--- config.mk ---
export PLATFORM = sky130hd
export DESIGN_NAME = jk_bank_arbiter
export DESIGN_NICKNAME = d
export VERILOG_FILES = /design/src/rtl/jk_pkg.sv /design/src/rtl/jk_rr_arbiter.sv /design/src/rtl/jk_bank_arbiter.sv
export SDC_FILE = /design/constraint.sdc
export NUM_CORES = 1
export LEC_CHECK = 0
export CORE_ASPECT_RATIO = 1.5
export CORE_MARGIN = 3
export CORE_UTILIZATION = 41
export CTS_CLUSTER_SIZE = 20
export DETAILED_ROUTE_END_ITERATION = 8
export PLACE_DENSITY_LB_ADDON = 0.2
export SLEW_MARGIN = 20
export SYNTH_ARGS = -nofsm -noshare
export SYNTH_HDL_FRONTEND = slang
export SYNTH_SLANG_ARGS = --single-unit
--- constraint.sdc ---
create_clock -name clk -period 1.84 [get_ports clk]
set_input_delay 0.368 -clock clk [delete_from_list [all_inputs] [get_ports clk]]
set_output_delay 0.368 -clock clk [all_outputs]
set_load 0.005 [all_outputs]
--- src/rtl/jk_pkg.sv ---
// Shared types and the JK next-state helper for the JK bank arbiter.
package jk_pkg;

  typedef enum logic [1:0] {
    HOLD = 2'b00,
    RST  = 2'b01,
    SET  = 2'b10,
    TGL  = 2'b11
  } jk_op_t;

  typedef enum logic [1:0] {
    IDLE  = 2'b00,
    APPLY = 2'b01,
    ACK   = 2'b10
  } jk_state_t;

  function automatic logic jk_next(input logic q, input logic j, input logic k);
    logic r;
    case ({j, k})
      2'b00:   r = q;
      2'b01:   r = 1'b0;
      2'b10:   r = 1'b1;
      2'b11:   r = ~q;
      default: r = q;
    endcase
    return r;
  endfunction

endpackage

--- src/rtl/jk_rr_arbiter.sv ---
// Combinational round-robin pick: first eligible requester at or after rr_ptr, wrapping.
module jk_rr_arbiter #(
  parameter int N_REQ = 4,
  parameter int IDX_W = $clog2(N_REQ)
) (
  input  logic [N_REQ-1:0] req,
  input  logic [IDX_W-1:0] rr_ptr,
  input  logic [N_REQ-1:0] exclude,
  output logic             grant_valid,
  output logic [IDX_W-1:0] grant_idx
);

  localparam logic [IDX_W:0] N_L = (IDX_W+1)'(N_REQ);

  logic [N_REQ-1:0] cand_s;
  logic [IDX_W:0]   sum_s;
  logic [IDX_W-1:0] idx_s;

  assign cand_s = req & ~exclude;

  // Walk from the farthest slot to the nearest so the candidate closest to rr_ptr wins.
  always_comb begin
    grant_valid = 1'b0;
    grant_idx   = '0;
    sum_s       = '0;
    idx_s       = '0;
    for (int i = N_REQ - 1; i >= 0; i--) begin
      sum_s       = {1'b0, rr_ptr} + (IDX_W+1)'(i);
      idx_s       = (sum_s >= N_L) ? IDX_W'(sum_s - N_L) : sum_s[IDX_W-1:0];
      grant_valid = grant_valid | cand_s[idx_s];
      grant_idx   = cand_s[idx_s] ? idx_s : grant_idx;
    end
  end

endmodule

--- src/rtl/jk_bank_arbiter.sv ---
// Bank of JK flip-flops updated through one shared J/K path, granted round-robin
// to N_REQ requesters; each grant takes an APPLY cycle and an ACK cycle.
module jk_bank_arbiter
  import jk_pkg::*;
#(
  parameter int                N_REQ     = 4,
  parameter int                BANK_W    = 8,
  parameter logic [BANK_W-1:0] RESET_VAL = '0,
  parameter int                CNT_W     = 16
) (
  input  logic                      clk,
  input  logic                      rst,
  input  logic [N_REQ-1:0]          req,
  input  logic [2*N_REQ-1:0]        op,
  input  logic [BANK_W*N_REQ-1:0]   mask,
  output logic [N_REQ-1:0]          ack,
  output logic                      busy,
  output logic [BANK_W-1:0]         q,
  output logic [BANK_W-1:0]         qn,
  output logic [CNT_W-1:0]          ops_done
);

  localparam int IDX_W = $clog2(N_REQ);

  jk_state_t         state_r, next_state_s;
  logic [IDX_W-1:0]  grant_idx_r, rr_ptr_r, arb_idx_s;
  jk_op_t            op_r;
  logic [BANK_W-1:0] mask_r, q_r, qn_r, q_next_s, sel_mask_s;
  logic [N_REQ-1:0]  ack_r, ack_next_s, excl_s, served_oh_s;
  logic              busy_r, arb_valid_s, j_s, k_s;
  logic [1:0]        sel_op_s;
  logic [CNT_W-1:0]  ops_done_r;

  assign served_oh_s = {{(N_REQ-1){1'b0}}, 1'b1} << grant_idx_r;
  // The requester just served sits out the arbitration made during its ack cycle.
  assign excl_s      = (state_r == ACK) ? served_oh_s : '0;

  jk_rr_arbiter #(.N_REQ(N_REQ), .IDX_W(IDX_W)) u_arb (
    .req         (req),
    .rr_ptr      (rr_ptr_r),
    .exclude     (excl_s),
    .grant_valid (arb_valid_s),
    .grant_idx   (arb_idx_s)
  );

  // Select the winning requester's op and mask from the flattened buses.
  always_comb begin
    sel_op_s   = op[1:0];
    sel_mask_s = mask[BANK_W-1:0];
    for (int i = 0; i < N_REQ; i++) begin
      sel_op_s   = (arb_idx_s == IDX_W'(i)) ? op[2*i +: 2] : sel_op_s;
      sel_mask_s = (arb_idx_s == IDX_W'(i)) ? mask[i*BANK_W +: BANK_W] : sel_mask_s;
    end
  end

  // Next-state logic.
  always_comb begin
    next_state_s = state_r;
    case (state_r)
      IDLE:    next_state_s = arb_valid_s ? APPLY : IDLE;
      APPLY:   next_state_s = ACK;
      ACK:     next_state_s = arb_valid_s ? APPLY : IDLE;
      default: next_state_s = IDLE;
    endcase
  end

  // Output logic: J/K decode of the latched op, bank update and ack pulse.
  always_comb begin
    j_s = 1'b0;
    k_s = 1'b0;
    case (op_r)
      HOLD:    begin j_s = 1'b0; k_s = 1'b0; end
      RST:     begin j_s = 1'b0; k_s = 1'b1; end
      SET:     begin j_s = 1'b1; k_s = 1'b0; end
      TGL:     begin j_s = 1'b1; k_s = 1'b1; end
      default: begin j_s = 1'b0; k_s = 1'b0; end
    endcase
    q_next_s   = q_r;
    ack_next_s = '0;
    if (state_r == APPLY) begin
      for (int b = 0; b < BANK_W; b++) begin
        q_next_s[b] = mask_r[b] ? jk_next(q_r[b], j_s, k_s) : q_r[b];
      end
      ack_next_s = served_oh_s;
    end else begin
      q_next_s   = q_r;
      ack_next_s = '0;
    end
  end

  // State, bank, grant latch, round-robin pointer and counter registers.
  always_ff @(posedge clk or posedge rst) begin
    if (rst) begin
      state_r     <= IDLE;
      grant_idx_r <= '0;
      rr_ptr_r    <= '0;
      op_r        <= HOLD;
      mask_r      <= '0;
      q_r         <= RESET_VAL;
      qn_r        <= ~RESET_VAL;
      ack_r       <= '0;
      busy_r      <= 1'b0;
      ops_done_r  <= '0;
    end else begin
      state_r <= next_state_s;
      q_r     <= q_next_s;
      qn_r    <= ~q_next_s;
      ack_r   <= ack_next_s;
      busy_r  <= (next_state_s != IDLE);
      if (state_r == APPLY) begin
        ops_done_r <= ops_done_r + CNT_W'(1);
        rr_ptr_r   <= (grant_idx_r == IDX_W'(N_REQ - 1)) ? '0 : grant_idx_r + IDX_W'(1);
      end
      if (next_state_s == APPLY) begin
        grant_idx_r <= arb_idx_s;
        op_r        <= jk_op_t'(sel_op_s);
        mask_r      <= sel_mask_s;
      end
    end
  end

  assign ack      = ack_r;
  assign busy     = busy_r;
  assign q        = q_r;
  assign qn       = qn_r;
  assign ops_done = ops_done_r;

endmodule

== After elaboration in Yosys (flattened, before gate mapping) ==
Cells that the tools add are included.
Word-level totals
  flip-flop bits (word level): 53
  latch bits: 0
  RAM bits: 0
  memory bits (read-only): 0
  bits of input ports: 46
  output and inout bits: 37
  memories kept: 0
Operators by class
  $add $sub $neg: 9
  multipliers: 0
  div/mod/pow operators: 0
  order comparisons: 8
  equality and inequality tests: 13
  shifts and indexed selects: 1
  multiplexer cells: 46
  bitwise operators: 14
  reductions and logical operators: 9
Operator list (count)
  8-bit two-way mux: 4
  1-bit one-hot mux with 4 select lines: 8
  2-bit two-way mux: 12
  16-bit by 1-bit adder with 16-bit output, second input constant: 1
  2-bit equality test, second input constant: 8
  1-bit two-way mux: 13
  2-bit by 3-bit less-than comparator with 1-bit output, second input constant: 4
  2-bit by 1-bit equality test with 1-bit output, second input constant: 5
  2-bit OR reduction: 5
  3-bit >= comparator, second input constant: 3
  1-bit binary-select mux with 2-bit select: 4
  4-bit two-way mux: 2
  1-bit inverter: 8
  8-bit inverter: 1
  2-bit by 1-bit subtractor with 2-bit output, second input constant: 4
  2-bit by 2-bit adder with 3-bit output, second input constant: 2
  2-bit zero test: 3
  4-bit bitwise AND: 1
  4-bit inverter: 1
  1-bit one-hot mux with 2 select lines: 2
  2-bit one-hot mux with 2 select lines: 1
  1-bit by 2-bit << shifter with 4-bit output, first input constant: 1
  2-bit by 1-bit adder with 3-bit output, second input constant: 1
  2-bit by 3-bit >= comparator with 1-bit output, second input constant: 1
  other kinds (3): 5

== Depth between registers and ports, before layout ==
  depth after elaboration: 14
  depth in mapped cells: 10

== Cells and area by module ==
A second synthesis with hierarchy kept.
Second synthesis, totals
  cell total of the unflattened synthesis: 191
  area, all modules: 2549.9 um2
Modules (own cells, without submodules)
  jk_bank_arbiter: times used 1, cells an instance 174, area each 2442.3 um2
  jk_rr_arbiter: times used 1, cells an instance 17, area each 107.6 um2

== Least setup slack after synthesis ==
No wires, ideal clock.
  kind: register to register
  start: reg grant_idx_r[0]
  end: reg mask_r[1]
  setup time: 152 ps
  arrival time: 1804 ps
  required time: 1688 ps
  path slack: -116 ps
  cell stages (with the launch flop): 10
  period minus slack after synthesis: 1956 ps
  cell sequence: dfrtp_1 -> inv_1 -> ha_1 -> nand3b_4 -> and3_4 -> a41o_1 -> a211o_1 -> buf_6 -> mux2i_1 -> a22oi_1
Between the ends
  longest elaborated chain between the ends: 14
  elaborated cells on any way between the ends: 28
  those cells by class: eq/ne: 4; shift: 1; mux: 18; bitwise: 5
RTL lines
  from (decl): line jk_bank_arbiter.sv:26  | logic [IDX_W-1:0] grant_idx_r, rr_ptr_r, arb_idx_s;
  from (signal assigned): line jk_bank_arbiter.sv:115  | grant_idx_r <= arb_idx_s;
  1-bit by 2-bit << shifter with 4-bit output *: line jk_bank_arbiter.sv:34  | assign served_oh_s = {{(N_REQ-1){1'b0}}, 1'b1} << grant_idx_r;
  4-bit two-way mux *: line jk_bank_arbiter.sv:36  | assign excl_s = (state_r == ACK) ? served_oh_s : '0;
  4-bit inverter *: line jk_rr_arbiter.sv:19  | assign cand_s = req & ~exclude;
  4-bit bitwise AND *: line jk_rr_arbiter.sv:19
  1-bit binary-select mux with 2-bit select: line jk_rr_arbiter.sv:30, jk_rr_arbiter.sv:31
  1-bit two-way mux (not written as such): line jk_rr_arbiter.sv:30, jk_rr_arbiter.sv:31
  2-bit two-way mux (4 in a row): line jk_rr_arbiter.sv:31  | grant_idx = cand_s[idx_s] ? idx_s : grant_idx;
  2-bit by 1-bit equality test with 1-bit output: line jk_bank_arbiter.sv:52  | sel_mask_s = (arb_idx_s == IDX_W'(i)) ? mask[i*BANK_W +: BANK_W] : sel_mask_s;
  8-bit two-way mux (3 in a row): line jk_bank_arbiter.sv:52
  to (signal assigned): line jk_bank_arbiter.sv:117  | mask_r <= sel_mask_s;
  to (decl): line jk_bank_arbiter.sv:28  | logic [BANK_W-1:0] mask_r, q_r, qn_r, q_next_s, sel_mask_s;
Mark *: on every way between the ends. The rest lies on a longest branch, timed or not. The select of a mux whose other input is x is not followed.
A chain may end at the register's enable or synchronous reset.

== Worst setup path in the final report ==
  start: reg grant_idx_r[0]
  end: reg mask_r[2]
The elaborated chain is that of the path after synthesis.

==> metrics list <==
- Clk root buf: sky130_fd_sc_hd__clkbuf_8
* Final worst-path setup slack: -154.0 ps
- After synthesis the netlist holds a flip-flop and latch count of 53.
- TritonCTS built the clock tree.
- The analysis attributes to cell leakage a power of roughly 1.7 nW.
- In this run the number of cells on the critical path is 9.
- The worst path uses 108.4% of the clock period.
* Largest fanout of any net on the critical path: 11
* Data required time of the worst path: between 2000 and 2500 ps
* Worst reg2reg endpoint: mask_r[2]
- The most critical setup path has its startpoint at grant_idx_r[0].
- Fill cells in the final layout number between 400 and 500.
- Number of flops mapped to enable cells by yosys: 0
- By area, the combinational part of the netlist is dominated by compound AO/OA/AOI/OAI gates.
* Hold Crit Class: input pin to asynchronous set/reset pin
* Antenna violations before repair: 0
* Fraction of the mapped netlist area in adder cells: roughly 2.6%
* Maximum clock insertion buffer count: 2
- Across the routed clock network, the largest skew measured is about 8 ps.
- The final number of hold-violating endpoints came to 0.
- Number of global-route vias before repair: 2,140
- A synthesized cell averages 10.87 sq um.
- Design area: 3761 sq um
- Power density over the cells: between 1000 and 1500 nW/um^2
- Summing all multi-input logic gate instances after layout gives between 1000 and 1500 sq um.
* Depth of the most critical reg-to-reg path: 9
* Final Max Slew Viols: 0
- Number of primary I/O pins: 83
* Category of the critical setup timing path: register to register
- Crit-path max cell delay: between 400 and 500 ps
- VDD sags by at most ~1200 uV.
- Run status: finished, violations left
- Number of distinct library cells after synthesis: 38
* Synthesized instance count: about 220
* Number of remaining DRC errors: 0
* Final antenna-violating net count: 0
- CTS buffer count: 5
- Async set-reset flop share out of synthesis: 100.0%
* Xor and xnor area share after synthesis: under 10%
- From synthesis to final layout, the design area changed by 55.11%.
- Final HPWL from detailed placement: ~4400 um
- For this run, the top clock speed supported by timing is 501.5 MHz.
- Global-route wire length before repair: just under 10,000 um
- Last weighted congestion value of the routability-driven placer: 0.7826
* Net total in the final layout: ~380
* Via density per instance: between 5 and 6
* Post-synth top area cell: sky130_fd_sc_hd__dfrtp_1
- The synthesized netlist devotes 13.52% of its cell area to simple gates.
* Ys flop type: sky130_fd_sc_hd__dfrtp_1
- For this configuration, the core starts out at a cell density of 43.18%.
* Maximum number of pins on one net before global-route repair: 54
- Cell types occupying the most area after synthesis: sky130_fd_sc_hd__dfrtp_1 46%, sky130_fd_sc_hd__dfstp_2 8.7%, sky130_fd_sc_hd__xnor2_1 4.3%
* Synth warn: 0
- The die covers approximately 6900 sq um.
- Proportion of layout cells with a drive suffix above 1: approximately 22%
- Summing all flip-flop and latch instances after layout gives ~1300 sq um.
- OpenSTA, run right after detailed placement, puts the worst setup slack at -337.2 ps.
- Routed wire per std cell: around 15 um
- The worst pin sits at a relative slew slack of approximately 80%.
* Number of hold buffers added after cts: 0
- Counting I/O delays and the setup requirement, the final critical path takes about 2000 ps.
- The first detailed-routing pass ran for 4 iterations.
* Diodes inserted: 0
- Die outline width: roughly 69 um
* Violations in the final reports: negative setup slack
- Sequential cell area fraction in the yosys report: a little under three fifths
* Chain of cells forming the critical path: inv_2 > ha_4 > nand3b_4 > and3_4 > a41o_1 > a211o_1 > buf_12 > mux2i_2 > a22oi_1
* Critical Path Slowest Stage Cell: sky130_fd_sc_hd__dfrtp_2
- For this run, the total global-route usage over all layers was measured as about a fifth.
* Y dimension of the die: about 100 um
- Port buffering added slightly above 80 buffers.
* Number of nets produced by synthesis: around 270
- Area share of the largest cell type after synthesis: roughly 46%
- Data arrival, critical path: approximately 2200 ps
- TritonCTS sink count: between 50 and 60
- Fin util: between 60% and 70%
* Cell area after technology mapping: 2425 sq um
* Mux share of post-synthesis cell area: under 10%
- Clock latency on the worst-skew pair: around 300 ps
- Buffers and inverters on the worst path: 2
- The floorplan step defined a core boundary enclosing approximately 5600 sq um.
- Unrepaired setup endpoints after global routing: true
- The H-tree generated during clock tree synthesis spans 2 levels.
* Setup crit end kind: register
- Across the run, the number of max-cap violations was 0.
- Summed negative setup slack over all endpoints: -1217 ps
- The worst register-to-register path begins at grant_idx_r[0].
- Clock-pin slew reported for the worst setup and hold paths after clock tree synthesis: about 100 ps
- Number of placement rows: 33
- The tightest hold path in the finished design has a slack of just over 400 ps.
* Leftover overflow at the end of global routing: 0
* Number of endpoints failing setup at the final stage: 10
* Kind of start point of the critical path: register
- Starting DRC count in detailed routing: around 120
* Placed instance area: ~3500 sq um
* CP delay by family, top: compound AO/OA/AOI/OAI gates
- Synthesized-area fraction occupied by ao, oa, aoi and oai cells: between 10 and 15%
- For the pin with the worst max-slew slack, the measured transition is between 300 and 400 ps.
* FF-to-FF setup slack: -150 ps
* Number of vias in the routed layout: between 2,000 and 2,500
- Summed over all layers, the routed wires come to about 6000 um.
## cells in the mapped netlist (all sizes together), types with 2 or more instances
cell     n
a21o     2
a21oi    9
a22oi   12
a31oi    8
and2     8
and3     3
buf      7
clkbuf   3
dfrtp   45
dfstp    8
ha       5
inv     15
mux2i   10
nand2   27
nand3    8
nand3b   4
nand4    2
nor2     8
o21ai    4
o221ai  10
xnor2   12
xor2     3
## placed cells by master (no fill, tap or decap), types with 2 or more instances in the layout
| cell | n |
|---|---|
| sky130_fd_sc_hd__a21oi_1 | 9 |
| sky130_fd_sc_hd__buf_4 | 22 |
| sky130_fd_sc_hd__nand2_1 | 24 |
| sky130_fd_sc_hd__nor2_4 | 2 |
| sky130_fd_sc_hd__mux2i_1 | 6 |
| sky130_fd_sc_hd__dfstp_2 | 8 |
| sky130_fd_sc_hd__xor2_1 | 3 |
| sky130_fd_sc_hd__nand4_1 | 2 |
| sky130_fd_sc_hd__inv_2 | 5 |
| sky130_fd_sc_hd__a22oi_1 | 11 |
| sky130_fd_sc_hd__o221ai_2 | 2 |
| sky130_fd_sc_hd__clkbuf_8 | 5 |
| sky130_fd_sc_hd__clkdlybuf4s50_1 | 82 |
| sky130_fd_sc_hd__buf_12 | 3 |
| sky130_fd_sc_hd__and3_1 | 2 |
| sky130_fd_sc_hd__mux2i_2 | 3 |
| sky130_fd_sc_hd__o21ai_1 | 2 |
| sky130_fd_sc_hd__nand2_2 | 3 |
| sky130_fd_sc_hd__nand3b_1 | 3 |
| sky130_fd_sc_hd__a31oi_1 | 8 |
| sky130_fd_sc_hd__nor2_1 | 6 |
| sky130_fd_sc_hd__ha_1 | 2 |
| sky130_fd_sc_hd__dfrtp_1 | 44 |
| sky130_fd_sc_hd__inv_1 | 10 |
| sky130_fd_sc_hd__and2_1 | 6 |
| sky130_fd_sc_hd__nand3_1 | 8 |
| sky130_fd_sc_hd__ha_2 | 2 |
| sky130_fd_sc_hd__xnor2_1 | 12 |
| sky130_fd_sc_hd__o221ai_1 | 8 |
## through the flow
stage	cells	power (mW)
3_5_place_dp	387	4.529
5_1_grt	401	5.984
3_3_place_gp	387	4.461
2_1_floorplan	223	3.260
4_1_cts	397	5.466
6_report	401	5.565
## state kept, by name, indices dropped and copies added (netlist names)
| register | cells |
|---|---|
| busy | 1 |
| ack | 4 |
| grant_idx_r | 2 |
| mask_r | 8 |
| op_r | 2 |
| ops_done | 16 |
| rr_ptr_r | 2 |
| state_r | 2 |
| q | 8 |
| qn | 8 |
## report_power, final
part           internal (mW)  switching [mW]
clock network          0.408           0.380
registers               1.70           0.326
logic                   1.53            1.23
total                   3.63            1.94
## worst max path at each step
stage | end | slack, ps
CTS | mask_r[2] | -160
detailed placement | mask_r[2] | -340
floorplan | mask_r[1] | -30
finish | mask_r[2] | -150
global route | mask_r[2] | -270
global placement | mask_r[0] | -260
## worst register-to-register path: stages (launching register included)
cell                       delay [ps]
sky130_fd_sc_hd__dfrtp_2          450
sky130_fd_sc_hd__inv_2             80
sky130_fd_sc_hd__ha_4             140
sky130_fd_sc_hd__nand3b_4          90
sky130_fd_sc_hd__and3_4           170
sky130_fd_sc_hd__a41o_1           200
sky130_fd_sc_hd__a211o_1          260
sky130_fd_sc_hd__buf_12           170
sky130_fd_sc_hd__mux2i_2          200
sky130_fd_sc_hd__a22oi_1          120
## metal layers
layer | vias up | part of all wire, % | GRT usage [%] | wire length (um)
li1 | 1003 | - | - | -
met4 | 0 | 1.9 | 6.757 | 116
met5 | - | 0 | 0 | 0
met3 | 9 | 5.8 | 4.367 | 354
met1 | 983 | 37 | 21.74 | 2265
met2 | 68 | 55 | 33.77 | 3396
## timing repair
action / in CTS / in global routing
hold endpoints to repair: 0 / 0
buffers inserted: 0 / 4
resized for setup: 16 / 19
gates cloned: 2 / 0
pin swaps: 3 / 8
setup endpoints to repair: 11 / 23
## layout make-up
type,instances,area share (%)
clock inverters,3,1.164
flip-flops and latches,53,35.56
repair buffers,108,28.11
well taps,70,2.329
inverters,15,1.497
multi-input cells,147,29.51
clock buffers,5,1.830
## kinds of logic after synthesis
| group | count (synthesis) |
|---|---|
| buffers and inverters | 25 |
| AO/OA/AOI/OAI | 51 |
| XOR/XNOR | 15 |
| multiplexers | 10 |
| AND/OR/NAND/NOR | 64 |
| adder cells (fa/ha/maj) | 5 |
| flip-flops | 53 |
No activity file was read; power rests on OpenSTA's default activity.
